==> src/rtl/instr_fetch_reg.sv <==
// Instruction fetch sequencer + 32-bit instruction register feeding the byte reducer.
// Latency: start -> mem_req next cycle; mem_ack -> ir_valid/ir_out next cycle (1 word / 2 cycles peak).
// Backpressure: ir_ready=0 holds ir_valid/ir_out indefinitely and no new fetch is issued.
//
// Ports:
//   i_clk, i_rst_n            clock (rising edge), asynchronous active-low reset
//   i_start, i_halt           begin fetching / clear error; stop after current word is consumed
//   o_mem_req, o_mem_addr     instruction memory read request and address (address = pc)
//   i_mem_ack, i_mem_rdata    memory read data valid and data
//   o_ir_out, o_ir_valid      instruction register and its valid flag
//   i_ir_ready                downstream accepts o_ir_out this cycle
//   o_pc_out                  address of the next word to fetch
//   o_busy                    fetching or holding an instruction
//   o_err_timeout             sticky memory-ack timeout flag, cleared by i_start
module instr_fetch_reg #(
    parameter int                ADDR_W   = 16,
    parameter logic [ADDR_W-1:0] RESET_PC = '0,
    parameter int                TIMEOUT  = 15
) (
    input  logic              i_clk,
    input  logic              i_rst_n,
    input  logic              i_start,
    input  logic              i_halt,
    output logic              o_mem_req,
    output logic [ADDR_W-1:0] o_mem_addr,
    input  logic              i_mem_ack,
    input  logic [31:0]       i_mem_rdata,
    output logic [31:0]       o_ir_out,
    output logic              o_ir_valid,
    input  logic              i_ir_ready,
    output logic [ADDR_W-1:0] o_pc_out,
    output logic              o_busy,
    output logic              o_err_timeout
);

    // Counter only needs to reach TIMEOUT-1; the final unacked cycle trips the error.
    localparam int               CNT_W    = (TIMEOUT > 1) ? $clog2(TIMEOUT) : 1;
    localparam logic [CNT_W-1:0] CNT_LAST = CNT_W'(TIMEOUT - 1);

    typedef enum logic [1:0] {
        S_IDLE = 2'd0,
        S_REQ  = 2'd1,
        S_HOLD = 2'd2,
        S_ERR  = 2'd3
    } state_t;

    state_t            r_state;
    state_t            w_state_nxt;
    logic [ADDR_W-1:0] r_pc;
    logic [ADDR_W-1:0] w_pc_nxt;
    logic [31:0]       r_ir;
    logic [31:0]       w_ir_nxt;
    logic [CNT_W-1:0]  r_cnt;
    logic [CNT_W-1:0]  w_cnt_nxt;
    logic              r_err;
    logic              w_err_nxt;

    always_ff @(posedge i_clk or negedge i_rst_n) begin
        if (!i_rst_n) begin
            r_state <= S_IDLE;
            r_pc    <= RESET_PC;
            r_ir    <= '0;
            r_cnt   <= '0;
            r_err   <= 1'b0;
        end else begin
            r_state <= w_state_nxt;
            r_pc    <= w_pc_nxt;
            r_ir    <= w_ir_nxt;
            r_cnt   <= w_cnt_nxt;
            r_err   <= w_err_nxt;
        end
    end

    always_comb begin
        w_state_nxt = r_state;
        w_pc_nxt    = r_pc;
        w_ir_nxt    = r_ir;
        w_cnt_nxt   = r_cnt;
        w_err_nxt   = r_err;
        case (r_state)
            S_IDLE: begin
                // halt has no meaning until a fetch is in flight
                if (i_start) begin
                    w_state_nxt = S_REQ;
                    w_cnt_nxt   = '0;
                end
            end
            S_REQ: begin
                // An ack on the last allowed cycle takes priority over the timeout.
                if (i_mem_ack) begin
                    w_ir_nxt    = i_mem_rdata;
                    w_pc_nxt    = r_pc + ADDR_W'(4);
                    w_cnt_nxt   = '0;
                    w_state_nxt = S_HOLD;
                end else if (r_cnt == CNT_LAST) begin
                    w_err_nxt   = 1'b1;
                    w_state_nxt = S_ERR;
                end else begin
                    w_cnt_nxt   = r_cnt + CNT_W'(1);
                end
            end
            S_HOLD: begin
                if (i_ir_ready) begin
                    w_state_nxt = i_halt ? S_IDLE : S_REQ;
                end
            end
            S_ERR: begin
                // Retry from the same pc; it was never advanced on timeout.
                if (i_start) begin
                    w_err_nxt   = 1'b0;
                    w_cnt_nxt   = '0;
                    w_state_nxt = S_REQ;
                end
            end
            default: begin
                w_state_nxt = S_IDLE;
            end
        endcase
    end

    assign o_mem_req     = (r_state == S_REQ);
    assign o_mem_addr    = r_pc;
    assign o_ir_out      = r_ir;
    assign o_ir_valid    = (r_state == S_HOLD);
    assign o_pc_out      = r_pc;
    assign o_busy        = (r_state == S_REQ) || (r_state == S_HOLD);
    assign o_err_timeout = r_err;

endmodule

==> config.mk <==
export PLATFORM = sky130hd
export DESIGN_NAME = instr_fetch_reg
export DESIGN_NICKNAME = d
export VERILOG_FILES = /design/src/rtl/instr_fetch_reg.sv
export SDC_FILE = /design/constraint.sdc
export NUM_CORES = 1
export LEC_CHECK = 0
export ABC_AREA = 1
export CAP_MARGIN = 20
export CORE_MARGIN = 8
export CORE_UTILIZATION = 43
export DETAILED_ROUTE_END_ITERATION = 12
export MAX_ROUTING_LAYER = met4
export PLACE_DENSITY = 0.88
export SLEW_MARGIN = 20
export SYNTH_ARGS = -nofsm -noshare
export SYNTH_HDL_FRONTEND = slang
export SYNTH_SLANG_ARGS = --single-unit
==> constraint.sdc <==
create_clock -name i_clk -period 1.9 [get_ports i_clk]
set_clock_uncertainty 0.1 [all_clocks]
set_input_delay 0.38 -clock i_clk [delete_from_list [all_inputs] [get_ports i_clk]]
set_output_delay 0.38 -clock i_clk [all_outputs]
set_load 0.005 [all_outputs]
Word level (Yosys, flattened, before mapping)
Index checks and enable logic that the tools add are counted.
{"block": "totals", "reg_bits": 55, "in_bits": 38, "output_inout_bits": 68, "word_cells": 41}
{"block": "op_classes", "add_sub_neg": 2, "n_eq_ne": 11, "mux": 14, "reduce_logical": 9}
{"operator": "$add 16x3->16 const B", "count": 1}
{"operator": "$mux 4", "count": 3}
{"operator": "$mux 2", "count": 4}
{"operator": "$pmux 4 s2", "count": 1}
{"operator": "$ne 2x1->1 const B", "count": 3}
{"operator": "$pmux 2 s3", "count": 1}
{"operator": "$reduce_and 3->1", "count": 2}
{"operator": "$add 4x1->4 const B", "count": 1}
{"operator": "$eq 2x2->1 const B", "count": 2}
{"operator": "$eq 4x4->1 const B", "count": 1}
{"operator": "$mux 1", "count": 4}
{"operator": "$ne 2x2->1 const B", "count": 2}
{"operator": "$reduce_and 4->1", "count": 1}
{"operator": "$reduce_bool 2->1", "count": 2}
{"operator": "$ne 3x1->1 const B", "count": 1}
{"operator": "$ne 3x3->1 const B", "count": 1}
{"operator": "$eq 2x1->1 const B", "count": 1}
{"operator": "$logic_not 2->1", "count": 1}
{"operator": "$pmux 1 s2", "count": 1}
{"operator": "$reduce_and 2->1", "count": 1}
{"operator": "$reduce_or 2->1", "count": 1}
{"operator": "$logic_or 1x1->1", "count": 1}

Logic depth before layout (Yosys ltp)
Gate-level depths: netlist of the first run.
{"block": "logic_depth", "ltp_word": 4, "depth_mapped": 8, "depth_no_buf": 8}

Worst setup path before layout of the first run
OpenSTA, ideal clock, no wires.
{"block": "synth_timing", "path_kind": "register to register", "from": "reg r_state[1]", "to": "reg r_pc[7], in the netlist o_mem_addr[7]", "setup_ns": 0.124, "arrival_ns": 1.168, "t_required_ns": 1.676, "setup_slack_ns": 0.508, "path_stages_with_launch": 7, "path_buffers": 0, "synth_period_minus_slack_ns": 1.392, "cell_sequence": "dfrtp_1 -> inv_1 -> ha_1 -> nand3_1 -> nor2_4 -> nand2_2 -> xor2_1"}
{"block": "synth_via", "elab_chain_cells": 2}
{"element": "start, declared", "line": "47", "source": "state_t r_state;"}
{"element": "start signal, assigned", "line": "66", "source": "r_state <= w_state_nxt;"}
{"element": "$eq 2x1->1", "line": "80", "source": "case (r_state)"}
{"element": "$reduce_and 2->1 (no source line)"}
{"element": "end signal, assigned", "line": "67", "source": "r_pc <= w_pc_nxt;"}
{"element": "end, declared", "line": "49", "source": "logic [ADDR_W-1:0] r_pc;"}
Every way passes these cells.
A chain may end at the register's enable or synchronous reset.

Final worst setup path of the first run
{"block": "layout_timing", "from": "reg r_state[0]", "to": "out o_mem_req"}
{"block": "layout_via", "elab_chain_cells": 1}
{"element": "$eq 2x1->1", "line": "121", "source": "assign o_mem_req = (r_state == S_REQ);"}
{"element": "end, declared", "line": "24", "source": "output logic o_mem_req,"}
Every way passes these cells.

==> flow_summary.ini, run 1 <==
[run_status]
status = completed

[yosys]
yosysSeqAreaShare = 0.506
syn_avg_cell_area_um2 = 8.19
synth_area_um2 = 2620
synth-simple-area-share = 0.297
synth_cell_types = 22
synth_top_family_by_area = simple AND/OR/NAND/NOR gates
yosys_warnings = 0
synth_compound_area_frac = 0.0205
synthXorXnorAreaFrac = 0.0201
synthAdderAreaFrac = 0.0382
synthTopCellsByArea = dfrtp_1, nand2_1, buf_4, inv_1, ha_1
async_flop_share = 1.00
synth_edf_count = 0
yosysTopAreaCell = dfrtp_1
muxShareOfSynthArea = 0
synth_cells = 320
ys.flop_type = dfrtp_1
netlist.area_leader.share = 0.506
synth-seq-cells = 53

[floorplan]
ios = 106
die_y_um = 94.1
die_width_um = 94.1
fp-row-count = 28
initial_core_util = 0.443
die_area_um2 = 8850
fp.coreArea_um2 = 5920

[placement]
portBuffers = 101
gp_congestion = 0.808
place_hpwl_um = 5020
pre_cts_slack_ns = 0.0748

[clocking]
tritoncts = built
clkTransAtPathRegs_ns = 0.10
h-tree-depth = 2
cts_buffers = 5
clk_latency_ns = 0.30
clockBufferDepth = 2
cts_sinks = 53
root_buffer = clkbuf_8

[setup_path]
crit_buf_inv = 2
cpPeakStageDelay_ns = 0.40
critical-path-top-delay-family = buffers and inverters
r2r_setup_slack_ns = 0.29
cp-end-kind = output port
startpoint_type = flop
path_cells = buf_4 -> ha_2 -> dlygate4sd2_1
crit_type = flop to output port
critPathMaxFanout = 4
worstPathArrival_ns = 1.32
slowest_stage = dfrtp_1
cp.required_ns = 1.42

[route]
viasPerCell = 4.64
ant_nets = 0
wl_per_cell_um = 13.3
route.detailed.drc = 0
vias = 2271
firstDrtPassIters = 4
wl_um = 6530
drt_iter0_drc = 116

[grt]
grt_max_degree = 54
grtUsageTotal = 0.158
grt_pass1_vias = 2310
globalRouteOverflowTotal = 0
antenna_found_initial = 0
grt_pass1_wl_um = 11000

[finish]
mostFrequentLayoutCells = nand2_1, clkdlybuf4s50_1, dfrtp_1, inv_1, nor2_1
final_common_cell = nand2_1
final_layout_size_suffix_gt1_frac = 0.0725
area_growth_pct = 41.1
layout.nets = 459
n_antenna_cell = 0

[sta]
rsz0062_at_grt = no
layout_min_cycle_time_ns = 1.80
hold_violations = 0
setup_tns_ns = 0
setup_slack_ns = 0.0964
fmax_mhz = 554
drv_slew = 0
final-setup-viol-count = 0
period_share = 0.949

[job]
maxCapViolCount = 0

[pwr]
leakagePower_uw = 0.00180
ir_drop_v = 0.000639
power_density_nw_per_um2 = 1280

[hold_path]
hold_class = flop to flop
## cell type report
| cell class | count | area (um^2) |
|---|---|---|
| well taps | 75 | 93.8 |
| repair buffers | 108 | 1070 |
| multi-input cells | 217 | 1000 |
| clock inverters | 3 | 21.3 |
| flip-flops and latches | 53 | 1330 |
| inverters | 28 | 110 |
| clock buffers | 5 | 68.8 |
| fillers | 503 | 2220 |
## per-layer routing
layer | up-vias | track usage | part of all wire
met5 | - | - | 0
met4 | 0 | 0.0383 | 0.0090
met3 | 7 | 0.0520 | 0.078
met2 | 79 | 0.263 | 0.49
met1 | 1055 | 0.181 | 0.42
li1 | 1130 | - | -
## power by group
| group | switching, uW | internal [uW] |
|---|---|---|
| combinational | 1010 | 1240 |
| clock | 388 | 262 |
| sequential | 301 | 1550 |
| total | 1700 | 3050 |
## worst register-to-register path, delay by kind of cell (launching register included)
kind                       cells  cell delay, ns
buffers and inverters          2            0.39
adders and majority gates      1            0.25
and+or+nand+nor                4            0.38
DFF                            1            0.40
## per-stage QoR
| stage | power, uW | instances | cell area [um^2] | hold WS (ns) | util |
|---|---|---|---|---|---|
| 3_5_place_dp | 4140 | 479 | 3590 | 0.295 | 0.606 |
| 4_1_cts | 4790 | 489 | 3690 | 0.391 | 0.624 |
| 3_3_place_gp | 4060 | 479 | 3590 | 0.295 | 0.606 |
| 2_1_floorplan | 2890 | 323 | 2630 | -0.0156 | - |
| 5_1_grt | 5150 | 489 | 3700 | 0.415 | 0.624 |
| 6_report | 4750 | 489 | 3700 | 0.389 | 0.624 |
## synth_stat cells, types with 2 or more instances
cell and number:
nor2_4 3, nand2_2 4, xnor2_1 4, nand3_1 10, buf_2 3, dfrtp_1 53, inv_1 27, nor2_1 13
ha_1 8, o21ai_0 4, buf_4 18, nor2_2 2, buf_6 4, nand2_1 150, xor2_1 2, o21ai_1 4
nand4_1 6
## timing repair
| item | in CTS | in global routing |
|---|---|---|
| resized for setup | 4 | 4 |
| setup buffers | 1 | 0 |
| hold buffers | 1 | 0 |
| setup endpoints to repair | 3 | 4 |
| hold endpoints to repair | 53 | 0 |
## registers in the layout (all words and copies together) (netlist names)
name and cells:
r_cnt 4, o_mem_addr 14, o_ir_out 32, r_state 2, o_err_timeout 1
## path summary, 6_finish.rpt
kind | startpoint | end | cells after the start
min in group asynchronous | i_rst_n | o_mem_addr[9] | 3
worst max register to register | r_state[0] | o_err_timeout | 7
worst min register to register | o_ir_out[2] | o_ir_out[2] | 2
worst min-delay path | o_ir_out[2] | o_ir_out[2] | 2
worst max-delay path | r_state[0] | o_mem_req | 3
max in group asynchronous | i_rst_n | o_mem_addr[8] | 3
## cells by family (layout without fill, tap and decap cells)
| kind of cell | Yosys count | count (layout) |
|---|---|---|
| AOI/OAI and AO/OA | 10 | 10 |
| xor gates and xnor gates | 6 | 6 |
| adders and majority gates | 8 | 8 |
| other | 1 | 4 |
| buffers and inverters | 53 | 144 |
| DFF | 53 | 53 |
| and+or+nand+nor | 189 | 189 |
(Power assumes the default switching activity.)
==> run 2, diff against run 1 <==
--- a/config.mk
+++ b/config.mk
@@ -11,7 +11,7 @@
 export CORE_UTILIZATION = 43
 export DETAILED_ROUTE_END_ITERATION = 12
 export MAX_ROUTING_LAYER = met4
-export PLACE_DENSITY = 0.88
+export PLACE_DENSITY = 0.8
 export SLEW_MARGIN = 20
 export SYNTH_ARGS = -nofsm -noshare
 export SYNTH_HDL_FRONTEND = slang
==> flow_summary.ini, run 2 (synthesis gave the netlist of run 1 again) <==
[run_status]
status = completed

[clocking]
clk_latency_ns = 0.30
cts_sinks = 53
h-tree-depth = 2
clkTransAtPathRegs_ns = 0.09
cts_buffers = 5
tritoncts = built
root_buffer = clkbuf_8
clockBufferDepth = 2

[route]
firstDrtPassIters = 4
vias = 2266
ant_nets = 0
wl_per_cell_um = 13.1
route.detailed.drc = 0
wl_met1_um = 2630
drt_iter0_drc = 93
wl_met2_um = 3170
routed.top_layer = met4
viasPerCell = 4.61
wl_um = 6450
wl_met3_um = 558

[setup_path]
worstReg2RegStart = r_state[1]
path_depth = 3
endpoint = o_mem_req
startpoint_type = flop
cp.required_ns = 1.42
path_cells = buf_4 -> ha_2 -> dlygate4sd2_1
r2r_cells = 8
cpPeakStageDelay_ns = 0.39
critPathMaxFanout = 4
r2r_setup_slack_ns = 0.21
cp-end-kind = output port
crit_start = r_state[0]
worstPathArrival_ns = 1.33
slowest_stage = dfrtp_1
crit_type = flop to output port
crit_buf_inv = 2
r2r_end = o_err_timeout
critical-path-top-delay-family = buffers and inverters

[sta]
period_share = 0.955
rsz0062_at_grt = no
layout_min_cycle_time_ns = 1.81
setup_slack_ns = 0.0858
drv_slew = 0
fmax_mhz = 551
final-setup-viol-count = 0
hold_violations = 0
setup_tns_ns = 0

[pwr]
ir_drop_v = 0.000674
leakagePower_uw = 0.00182
power_density_nw_per_um2 = 1270

[grt]
antenna_found_initial = 0
grt_max_degree = 54
grt_pass1_vias = 2322
grt_pass1_wl_um = 10400
grtUsageTotal = 0.151
globalRouteOverflowTotal = 0

[hold_path]
hold_class = flop to flop
hold_path_depth = 2

[floorplan]
die_width_um = 94.1
fp-row-count = 28
die_area_um2 = 8850
ios = 106
initial_core_util = 0.443
die_y_um = 94.1
fp.coreArea_um2 = 5920

[placement]
portBuffers = 101
place_hpwl_um = 4930
gp_congestion = 0.839
pre_cts_slack_ns = 0.0768

[finish]
largest_reg_flops = 32
final_common_cell = nand2_1
area_growth_pct = 41.6
mostFrequentLayoutCells = nand2_1, clkdlybuf4s50_1, dfrtp_1, inv_1, nor2_1
final_layout_size_suffix_gt1_frac = 0.0767
layout.nets = 462
n_antenna_cell = 0

[job]
maxCapViolCount = 0
run 2: what timing repair did:
action                                  in CTS  in global routing
endpoints found under the setup margin       3                  1
hold buffers                                 1                  0
setup buffers                                3                  0
endpoints found under the hold margin       53                  0
gates resized for setup                      6                  1
run 2: how the worst min path moves through the flow:
stage,from,end,slack (ns)
4_1_cts,o_ir_out[9],o_ir_out[9],0.39
3_5_place_dp,i_rst_n,o_ir_out[3],0.29
2_1_floorplan,i_rst_n,o_err_timeout,-0.02
5_1_grt,o_ir_out[9],o_ir_out[9],0.41
3_3_place_gp,i_rst_n,o_ir_out[3],0.29
6_report,o_ir_out[9],o_ir_out[9],0.39
run 2: area by class of cell:
cell class	count	area, um^2
Clock buffer	5	68.8
Clock inverter	3	17.5
Fill cell	502	2210
Inverter	28	110
Multi-Input combinational cell	217	1000
Sequential cell	53	1330
Tap cell	75	93.8
Timing Repair Buffer	111	1090
run 2: power breakdown:
group          switching, uW  leakage, uW  internal (uW)
logic                   1010      0.00111           1260
clock network            363    0.0000439            255
registers                294     0.000668           1550
run 2: worst min-delay path: cells and delay by family, from the launching register on:
kind | cells | cell delay (ns)
flops | 1 | 0.35
simple gates | 2 | 0.10
run 2: layer usage:
| metal | track usage | vias up |
|---|---|---|
| li1 | - | 1135 |
| met3 | 0.0464 | 9 |
| met2 | 0.257 | 88 |
| met4 | 0.0528 | 0 |
| met1 | 0.164 | 1034 |
| met5 | - | - |
run 2: through the flow:
| step | hold slack, ns | total power [uW] | instances | instance area (um^2) | utilization |
|---|---|---|---|---|---|
| global placement | 0.295 | 4070 | 480 | 3590 | 0.607 |
| floorplan | -0.0156 | 2890 | 323 | 2630 | - |
| finish | 0.386 | 4730 | 492 | 3710 | 0.627 |
| global route | 0.408 | 5100 | 492 | 3710 | 0.627 |
| detailed placement | 0.294 | 4140 | 480 | 3590 | 0.607 |
| CTS | 0.388 | 4800 | 492 | 3710 | 0.627 |
==> run 3, diff against run 2 <==
--- a/config.mk
+++ b/config.mk
@@ -8,10 +8,10 @@
 export ABC_AREA = 1
 export CAP_MARGIN = 20
 export CORE_MARGIN = 8
-export CORE_UTILIZATION = 43
+export CORE_UTILIZATION = 39
 export DETAILED_ROUTE_END_ITERATION = 12
 export MAX_ROUTING_LAYER = met4
-export PLACE_DENSITY = 0.8
+export PLACE_DENSITY = 0.76
 export SLEW_MARGIN = 20
 export SYNTH_ARGS = -nofsm -noshare
 export SYNTH_HDL_FRONTEND = slang
==> constraint.sdc (replaced) <==
create_clock -name i_clk -period 1.5 [get_ports i_clk]
set_clock_uncertainty 0.1 [all_clocks]
set_input_delay 0.3 -clock i_clk [delete_from_list [all_inputs] [get_ports i_clk]]
set_output_delay 0.3 -clock i_clk [all_outputs]
set_load 0.005 [all_outputs]
==> flow_summary.ini, run 3 (synthesis gave the netlist of run 1 again) <==
[placement]
pre_cts_slack_ns = -0.247
gp_congestion = 0.808
place_area_um2 = 3700
portBuffers = 101
place_hpwl_um = 5250

[sta]
hold_violations = 0
rsz0062_at_grt = yes
period_share = 1.05
drv_slew = 0
layout_min_cycle_time_ns = 1.58
final-setup-viol-count = 2
setup_slack_ns = -0.0761
setup_tns_ns = -0.0818
fmax_mhz = 634

[pwr]
power_density_nw_per_um2 = 1580
clockPowerShare = 0.121
intPower_uw = 4110
seqPwrFrac = 0.349
combPwrFrac = 0.530
swShare = 0.373
ir_drop_v = 0.000785
power.net_switching_uw = 2440
leakagePower_uw = 0.00219

[finish]
nFillCells = 602
final_util = 0.622
n_antenna_cell = 0
multi_input_area_um2 = 1150
final_common_cell = nand2_1
largest_reg_flops = 32
final_area_um2 = 4140
final_layout_size_suffix_gt1_frac = 0.213
mostFrequentLayoutCells = nand2_1, dfrtp_1, dlygate4sd2_1, buf_4, clkdlybuf4s50_1
seq_area_um2 = 1330
area_growth_pct = 57.8
layout.nets = 501

[job]
maxCapViolCount = 0

[hold_path]
hold_start = o_ir_out[7]
hold_class = flop to flop
holdPathEnd = o_ir_out[7]
hold_path_depth = 2

[run_status]
violations = negative setup slack
status = finished with violations

[route]
viasPerCell = 4.58
ant_nets = 0
vias = 2453
firstDrtPassIters = 5
wl_um = 7330
route.detailed.drc = 0
drt_iter0_drc = 84
wl_per_cell_um = 13.7

[clocking]
clk_latency_ns = 0.30
cts_buffers = 5
h-tree-depth = 2
cts_sinks = 53
root_buffer = clkbuf_8
clkTransAtPathRegs_ns = 0.10
tritoncts = built
clockBufferDepth = 2

[floorplan]
die_width_um = 98.0
fp.coreArea_um2 = 6640
initial_core_util = 0.394
ios = 106
die_y_um = 98.0
die_area_um2 = 9600
fp-row-count = 30

[setup_path]
cp-end-kind = output port
critPathMaxFanout = 3
worstPathArrival_ns = 1.18
cpPeakStageDelay_ns = 0.45
r2r_end = o_mem_addr[10]
r2r_cells = 7
worstReg2RegStart = r_state[1]
r2r_setup_slack_ns = 0.02
startpoint_type = flop
path_cells = ha_4 -> inv_2 -> buf_6
slowest_stage = dfrtp_2
cp.required_ns = 1.10
crit_type = flop to output port

[grt]
grt_max_degree = 34
globalRouteOverflowTotal = 0
grtUsageTotal = 0.161
antenna_found_initial = 0
grt_pass1_vias = 2634
grt_pass1_wl_um = 12500
[run 3: layer usage]
| layer | track usage | wire, um | up-vias |
|---|---|---|---|
| met4 | 0.0444 | 78 | 0 |
| met1 | 0.177 | 3050 | 1146 |
| li1 | - | - | 1219 |
| met5 | - | 0 | - |
| met2 | 0.283 | 3790 | 77 |
| met3 | 0.0398 | 412 | 11 |
[run 3: final cells by class]
cell class | instances | share of cell area
Multi-Input combinational cell | 218 | 0.277
Sequential cell | 53 | 0.322
Inverter | 28 | 0.0266
Timing Repair Buffer | 149 | 0.329
Tap cell | 80 | 0.0242
Clock inverter | 3 | 0.00424
Clock buffer | 5 | 0.0166
[run 3: timing repair]
item	4_1_cts	5_1_grt
resized for setup	111	20
buffers inserted	30	1
pin swaps	6	5
endpoints found under the hold margin	53	0
gates cloned	1	0
hold buffers	1	0
endpoints found under the setup margin	108	26
[run 3: per-stage QoR]
stage	instances	hold WS (ns)	power, uW
floorplan	323	-0.0956	3660
global route	536	0.404	7070
global placement	495	0.200	5360
CTS	535	0.386	6440
finish	536	0.383	6550
detailed placement	495	0.214	5450
[run 3: how the worst max path moves through the flow]
stage	startpoint	to	slack, ns	depth (start not counted)
3_5_place_dp	i_mem_ack	o_ir_out[17]	-0.25	5
4_1_cts	r_state[1]	o_busy	-0.10	3
6_report	r_state[1]	o_busy	-0.08	3
3_3_place_gp	i_mem_ack	o_mem_addr[14]	-0.19	6
5_1_grt	r_state[1]	o_busy	-0.12	3
2_1_floorplan	r_state[1]	o_mem_addr[7]	0.11	6
[run 3: power by group through the flow]
stage          clock, uW  sequential [uW]  combinational, uW
5_1_grt              874             2350               3840
3_5_place_dp           0             2350               3100
3_3_place_gp           0             2340               3010
2_1_floorplan          0             2360               1290
6_report             793             2290               3470
4_1_cts              830             2290               3320
[run 3: critical path, delay by kind of cell (launching register included)]
kind / cells / cell delay, ns
buffers and inverters: 2 / 0.14
adder cells (fa/ha/maj): 1 / 0.28
flip-flops: 1 / 0.45
